File: config.mk
export PLATFORM = sky130hd
export DESIGN_NAME = scurve_scan_ctrl
export DESIGN_NICKNAME = d
export VERILOG_FILES = /design/src/rtl/scurve_pkg.sv /design/src/rtl/scurve_step_calc.sv /design/src/rtl/scurve_scan_ctrl.sv
export SDC_FILE = /design/constraint.sdc
export NUM_CORES = 1
export LEC_CHECK = 0
export BUFFER_PORTS_ARGS = -buffer_cell sky130_fd_sc_hd__buf_2
export CAP_MARGIN = 20
export CORE_MARGIN = 2
export CORE_UTILIZATION = 40
export DETAILED_ROUTE_END_ITERATION = 6
export GPL_ROUTABILITY_DRIVEN = 0
export HOLD_SLACK_MARGIN = 0.05
export PLACE_DENSITY_LB_ADDON = 0.15
export SLEW_MARGIN = 20
export SYNTH_ARGS = -nofsm -noshare
export SYNTH_HDL_FRONTEND = slang
export SYNTH_HIERARCHICAL = 1
export SYNTH_SLANG_ARGS = --single-unit
File: constraint.sdc
create_clock -name clk -period 6.8 [get_ports clk]
set_input_delay 0.34 -clock clk [delete_from_list [all_inputs] [get_ports clk]]
set_output_delay 0.34 -clock clk [all_outputs]
set_load 0.05 [all_outputs]
File: src/rtl/scurve_pkg.sv
// Shared definitions for the S-curve threshold scan controller:
// FSM state encoding, result header tag and default word widths.
package scurve_pkg;

    localparam int DAC_W_DEF = 10;
    localparam int CNT_W_DEF = 16;

    localparam logic [3:0] HDR_TAG = 4'hA;

    typedef enum logic [3:0] {
        ST_IDLE,
        ST_LOAD,
        ST_SETTLE,
        ST_COUNT,
        ST_SEND_HDR,
        ST_SEND_PLS,
        ST_SEND_TRG,
        ST_NEXT,
        ST_FINISH
    } scan_state_e;

endpackage

File: src/rtl/scurve_step_calc.sv
// Next threshold code toward the stop code: direction follows cur vs stop,
// a step of 0 is taken as 1 and an overshooting step lands exactly on stop.
module scurve_step_calc
    import scurve_pkg::*;
#(
    parameter int DAC_W = DAC_W_DEF
) (
    input  logic [DAC_W-1:0] cur_i,
    input  logic [DAC_W-1:0] stop_i,
    input  logic [DAC_W-1:0] step_i,
    output logic [DAC_W-1:0] next_o,
    output logic             last_o
);

    logic [DAC_W-1:0] step_eff;

    always_comb begin
        step_eff = (step_i == '0) ? DAC_W'(1) : step_i;
        last_o   = (cur_i == stop_i);
        next_o   = stop_i;
        if (cur_i < stop_i) begin
            if ((stop_i - cur_i) > step_eff) next_o = cur_i + step_eff;
        end else begin
            if ((cur_i - stop_i) > step_eff) next_o = cur_i - step_eff;
        end
    end

endmodule

File: src/rtl/scurve_scan_ctrl.sv
// S-curve threshold scan sequencer: steps the DAC code, runs the external pulse
// counter at each code and streams header/pulse/trigger words over valid/ready.
module scurve_scan_ctrl
    import scurve_pkg::*;
#(
    parameter int DAC_W = DAC_W_DEF,
    parameter int CNT_W = CNT_W_DEF
) (
    input  logic             clk,
    input  logic             reset_n,
    input  logic             scan_start_i,
    input  logic             scan_abort_i,
    input  logic [DAC_W-1:0] dac_start_i,
    input  logic [DAC_W-1:0] dac_stop_i,
    input  logic [DAC_W-1:0] dac_step_i,
    input  logic [15:0]      settle_cycles_i,
    input  logic [CNT_W-1:0] cnt_max_in_i,
    output logic [DAC_W-1:0] dac_code_o,
    output logic             dac_load_o,
    output logic             test_start_o,
    output logic [CNT_W-1:0] cpt_max_o,
    input  logic [CNT_W-1:0] cpt_pulse_i,
    input  logic [CNT_W-1:0] cpt_trigger_i,
    input  logic             cpt_done_i,
    output logic [CNT_W-1:0] res_data_o,
    output logic             res_valid_o,
    input  logic             res_ready_i,
    output logic             scan_busy_o,
    output logic             scan_done_o
);

    scan_state_e      state_q, state_d;
    logic [DAC_W-1:0] dac_code_q, dac_code_d;
    logic [DAC_W-1:0] stop_q, stop_d;
    logic [DAC_W-1:0] step_q, step_d;
    logic [15:0]      settle_q, settle_d;
    logic [15:0]      settle_cnt_q, settle_cnt_d;
    logic [CNT_W-1:0] cnt_max_q, cnt_max_d;
    logic [CNT_W-1:0] pulse_q, pulse_d;
    logic [CNT_W-1:0] trig_q, trig_d;

    logic [DAC_W-1:0] next_code;
    logic             last_step;

    scurve_step_calc #(.DAC_W(DAC_W)) u_step_calc (
        .cur_i  (dac_code_q),
        .stop_i (stop_q),
        .step_i (step_q),
        .next_o (next_code),
        .last_o (last_step)
    );

    always_ff @(posedge clk or negedge reset_n) begin
        if (!reset_n) begin
            state_q      <= ST_IDLE;
            dac_code_q   <= '0;
            stop_q       <= '0;
            step_q       <= '0;
            settle_q     <= '0;
            settle_cnt_q <= '0;
            cnt_max_q    <= '0;
            pulse_q      <= '0;
            trig_q       <= '0;
        end else begin
            state_q      <= state_d;
            dac_code_q   <= dac_code_d;
            stop_q       <= stop_d;
            step_q       <= step_d;
            settle_q     <= settle_d;
            settle_cnt_q <= settle_cnt_d;
            cnt_max_q    <= cnt_max_d;
            pulse_q      <= pulse_d;
            trig_q       <= trig_d;
        end
    end

    always_comb begin
        state_d      = state_q;
        dac_code_d   = dac_code_q;
        stop_d       = stop_q;
        step_d       = step_q;
        settle_d     = settle_q;
        settle_cnt_d = settle_cnt_q;
        cnt_max_d    = cnt_max_q;
        pulse_d      = pulse_q;
        trig_d       = trig_q;

        case (state_q)
            ST_IDLE: begin
                if (scan_start_i && !scan_abort_i) begin
                    dac_code_d = dac_start_i;
                    stop_d     = dac_stop_i;
                    step_d     = dac_step_i;
                    settle_d   = settle_cycles_i;
                    cnt_max_d  = cnt_max_in_i;
                    state_d    = ST_LOAD;
                end
            end
            ST_LOAD: begin
                settle_cnt_d = '0;
                state_d      = ST_SETTLE;
            end
            ST_SETTLE: begin
                // A settle time of 0 still spends one cycle here.
                if (({1'b0, settle_cnt_q} + 17'd1) >= {1'b0, settle_q}) begin
                    state_d = ST_COUNT;
                end else begin
                    settle_cnt_d = settle_cnt_q + 16'd1;
                end
            end
            ST_COUNT: begin
                if (cpt_done_i) begin
                    pulse_d = cpt_pulse_i;
                    trig_d  = cpt_trigger_i;
                    state_d = ST_SEND_HDR;
                end
            end
            ST_SEND_HDR: if (res_ready_i) state_d = ST_SEND_PLS;
            ST_SEND_PLS: if (res_ready_i) state_d = ST_SEND_TRG;
            ST_SEND_TRG: if (res_ready_i) state_d = ST_NEXT;
            ST_NEXT: begin
                if (last_step) begin
                    state_d = ST_FINISH;
                end else begin
                    dac_code_d = next_code;
                    state_d    = ST_LOAD;
                end
            end
            ST_FINISH: state_d = ST_IDLE;
            default:   state_d = ST_IDLE;
        endcase

        // Abort overrides everything and freezes the current code.
        if (scan_abort_i && (state_q != ST_IDLE)) begin
            state_d    = ST_IDLE;
            dac_code_d = dac_code_q;
        end
    end

    always_comb begin
        dac_code_o   = dac_code_q;
        dac_load_o   = (state_q == ST_LOAD);
        test_start_o = (state_q == ST_COUNT);
        scan_busy_o  = (state_q != ST_IDLE);
        scan_done_o  = (state_q == ST_FINISH);
        cpt_max_o    = (state_q != ST_IDLE) ? cnt_max_q : '0;
        res_valid_o  = 1'b0;
        res_data_o   = '0;
        case (state_q)
            ST_SEND_HDR: begin
                res_valid_o = 1'b1;
                res_data_o  = CNT_W'(dac_code_q) | (CNT_W'(HDR_TAG) << (CNT_W - 4));
            end
            ST_SEND_PLS: begin
                res_valid_o = 1'b1;
                res_data_o  = pulse_q;
            end
            ST_SEND_TRG: begin
                res_valid_o = 1'b1;
                res_data_o  = trig_q;
            end
            default: ;
        endcase
    end

endmodule

==> results summary <==
The run finished with clean final reports. The number of clock sinks seen by CTS came out at 114. The fraction of synthesis flops using an asynchronous set or reset pin is 100%. TritonCTS built the clock tree. The initial core utilization came out at 41.1%.

The max-cap check violation count is 0. The length of the first detailed-routing pass in iterations came out at 5. The buffer levels on the longest clock path came out at 2. The clock-pin slew on the worst setup and hold paths came out at 0.06 ns.

Sequential cells account for 21.5% of the total power. The post-route netlist has 29.9% of its cells at a drive strength greater than 1. The number of failing hold endpoints at the final stage came out at 0. The count of input and output buffers came out at 146.

The number of cells produced by synthesis came out at 834. sky130_fd_sc_hd__dfrtp_1 takes more of the synthesized area than any other cell. For this run, the number of Yosys warnings is 6. The largest fanout on the critical path is 11.

The sum of buffers and inverters on the critical path came out at 2. The number of setup buffers added after CTS is 0. Post-CTS repair changed the size of 0 cells. The aggregate negative setup slack is 0 ns. The count of unique library cells instantiated by Yosys came out at 69. The initialized floorplan defines 51 standard-cell rows. The critical path goes through inv_1, ha_1, a21oi_1, o21bai_1, a21oi_1, o21bai_1, a221oi_1, xnor2_1, ha_1, nand4_1, nor2_1, and3_1, a311oi_2, inv_1, a2111oi_1, a221oi_2, mux2i_1, o21ai_0. After the first detailed-routing iteration, the DRC count stood at 345. The post-route fraction of the period consumed by the critical path is 70.6%. The cell family contributing the most delay on the critical path is compound AO/OA/AOI/OAI gates. The internal cell power is 0.00299 W.

When the netlist entered floorplanning its net count stood at 1,012. The data required time of the worst path came out at 7.07 ns. The slew at the pin with the worst max-slew slack is 1.04 ns. The clock insertion delay at the later pin of the skew report is 0.42 ns. The timing-limited maximum frequency came out at 0.208 GHz. The share of power burned in combinational logic came out at 63.3%.

For this design, the slowest cell found on the critical path is sky130_fd_sc_hd__a311oi_2. The H-tree was split into 4 levels. Setup violations remaining at the end of the flow were counted as 0. The worst setup path category is flip-flop to flip-flop. The leakage component of the power is 4.76 nW. The worst setup skew after layout came out at 0.00952 ns. The data arrival at the endpoint of the critical path came out at 5.08 ns. The number of enable flip-flop cells after synthesis came out at 0.

The overall routed net length is 20,700 microns. The max-slew violation total from the final report came out at 0. The region available for standard cell placement spans 19,700 sq um.

The number of vias per cell came out at 5.17. The worst-case vdd ir drop came out at 0.257 mV. The minimum period implied by the final worst setup slack came out at 4.80 ns. The average detailed-routed wire length per instance came out at 16.7 microns.

The number of buffers added by the clock tree synthesis step came out at 17. The setup slack of the critical path after layout came out at 2.00 ns. On the worst path, the slowest cell contributes a delay of 0.76 ns.

The number of remaining DRC errors came out at 0. Summed over all layers, the global routing overflow is 0. The wire length of the first global-routing pass is 34,600 microns.

The utilization after layout is 48.4%. The residual antenna-violating net count after detailed routing came out at 0. The number of I/O pins came out at 147. The sequential-to-total area share from yosys stat came out at 35.3%. The post-placement worst setup slack is 2.03 ns. The worst slew slack as a fraction of its limit came out at 30.5%.

The analysis attributes to net switching a power of 0.00282 W. The tightest hold margin is 0.146 ns. The final HPWL from detailed placement came out at 15,600 microns. The design draws 0.00580 W. In this run, synthesis produced a sequential element count of 114. The die outline width is 146 microns.

The average instance area after synthesis is 9.68 sq um. Net switching is 48.6% of the power. Setup repair after global routing left no endpoint under its margin. The root cell of the clock tree is sky130_fd_sc_hd__clkbuf_16. After synthesis, the largest area contributor takes up 35.3% of total cell area. Global routing used 20.2% of the available tracks.

The number of antenna violations at the first check in global routing came out at 0. In this run the worst hold path is classified as primary input to flip-flop. The worst setup path is captured at a flip-flop. In the synthesized netlist the dominant register cell turns out to be sky130_fd_sc_hd__dfrtp_1. The area growth from synthesis to layout is 17.7%. The count of antenna diodes in the layout came out at 0.

For this run, the post-layout net count is 1,139. The via count of the first global-routing pass is 6,502. The overall die area is 21,300 sq um. The total via count in the routed design came out at 6,408.

For this design the ratio of total power to cell area is 611 nW/um^2. The relative contribution of the clock network to total power is 15.2%. After synthesis, the cell types taking the most area are sky130_fd_sc_hd__dfrtp_1 (35%), sky130_fd_sc_hd__mux2_2 (12%), sky130_fd_sc_hd__ha_1 (11%), sky130_fd_sc_hd__a21oi_1 (3.3%), sky130_fd_sc_hd__inv_1 (3.1%). The cell area after synthesis came out at 8070 sq um. STA classifies the critical path startpoint as a flip-flop.

The maximum number of pins on one net before global-route repair is 62. The height of the die is 146 microns.
==> state kept, by name, indices dropped and copies added, names as in the netlist <==
name / flops
dac_code_o: 10
settle_cnt_q: 16
settle_q: 16
step_q: 10
trig_q: 16
cnt_max_q: 16
pulse_q: 16
stop_q: 10
state_q: 4
==> metrics by stage <==
stage	cells	area, sq um
4_1_cts	1239	9510
3_3_place_gp	1206	8920
6_report	1239	9510
3_5_place_dp	1206	8920
5_1_grt	1239	9510
2_1_floorplan	834	8070
==> worst register-to-register path, delay by kind of cell (launching register included) <==
kind / cells / cell delay, ns
AO/OA/AOI/OAI: 9 / 2.31
XOR/XNOR: 1 / 0.17
adder cells (fa/ha/maj): 2 / 0.63
buffers and inverters: 2 / 0.49
flip-flops: 1 / 0.56
multiplexers: 1 / 0.14
AND/OR/NAND/NOR: 3 / 0.36
==> cell families after synthesis <==
group / count (synthesis) / synth area share, %
simple gates: 227 / 14.3
compound gates: 176 / 14.8
flops: 114 / 35.3
buf+inv: 110 / 6.15
mux: 108 / 14.7
fa+ha+maj: 78 / 12.5
xor+xnor: 21 / 2.28
==> worst paths after layout <==
| kind | end | slack, ns | startpoint | cells past startpoint |
|---|---|---|---|---|
| worst max-delay path | dac_code_o[9] | 2.00 | dac_code_o[1] | 18 |
| worst min-delay path | pulse_q[7] | 0.15 | cpt_pulse_i[7] | 2 |
| worst max register to register | dac_code_o[9] | 2.00 | dac_code_o[1] | 18 |
| worst min register to register | cnt_max_q[2] | 0.49 | cnt_max_q[2] | 1 |
| max in group asynchronous | step_q[3] | 5.01 | reset_n | 3 |
| min in group asynchronous | trig_q[2] | 0.55 | reset_n | 2 |
==> cells in the final DEF (no fill, tap or decap), drive strengths merged, types with 8 or more instances in the layout <==
cell    count
xnor2      14
mux2i      23
a21oi      54
o21ai      37
nand2      62
nor3       12
nand3      18
nor2       55
ha         74
a21o       22
buf       150
and2       20
a221oi      8
inv        75
nand4      10
nand2b     13
clkbuf     18
mux2       85
and3        8
dfrtp     114
nor2b      10
==> synthesized netlist by cell type (all sizes together), types with 2 or more instances <==
cell type	instances
nor4	3
a22oi	6
xor2	7
o21ai	37
a211oi	7
a31oi	7
dfrtp	114
a2bb2oi	2
o211ai	2
a2111oi	3
nand3	18
fa	4
a311oi	2
o21bai	7
nand4	10
nor3	12
a21o	22
clkbuf	15
o21a	3
mux2i	23
buf	28
ha	74
and4	2
nor2	55
or3	4
inv	67
a32oi	3
and3	8
and2	20
nor2b	10
o221ai	2
mux2	85
xnor2	14
a21oi	54
or2	6
nand2b	13
a221o	3
nand2	62
a221oi	8
==> power by group through the flow <==
stage / Clock (W) / Combinational [W] / Sequential (W)
2_1_floorplan: 0 / 0.00297 / 0.00122
3_3_place_gp: 0 / 0.00365 / 0.00125
3_5_place_dp: 0 / 0.00363 / 0.00126
4_1_cts: 0.000906 / 0.00367 / 0.00125
5_1_grt: 0.000940 / 0.00410 / 0.00129
6_report: 0.000884 / 0.00368 / 0.00125
==> cell type report <==
cell class	instances	area, sq um
fill	1933	10100
multi-input combinational	610	4720
sequential	114	2850
timing repair buffer	151	773
clock buffer	18	429
tap	265	332
inverter	67	251
clock inverter	14	143
==> timing repair <==
item	CTS	global route
setup endpoints to repair	0	0
hold buffers	1	0
hold endpoints to repair	47	0
==> layer usage <==
layer | wire (microns) | vias up | track usage [%]
met5 | 0 | - | 0
met2 | 8990 | 167 | 30.2
met1 | 10000 | 3022 | 28.0
li1 | - | 3194 | -
met4 | 415 | 0 | 6.84
met3 | 1290 | 25 | 5.72
Note: power is estimated with default switching activity, not from simulation.
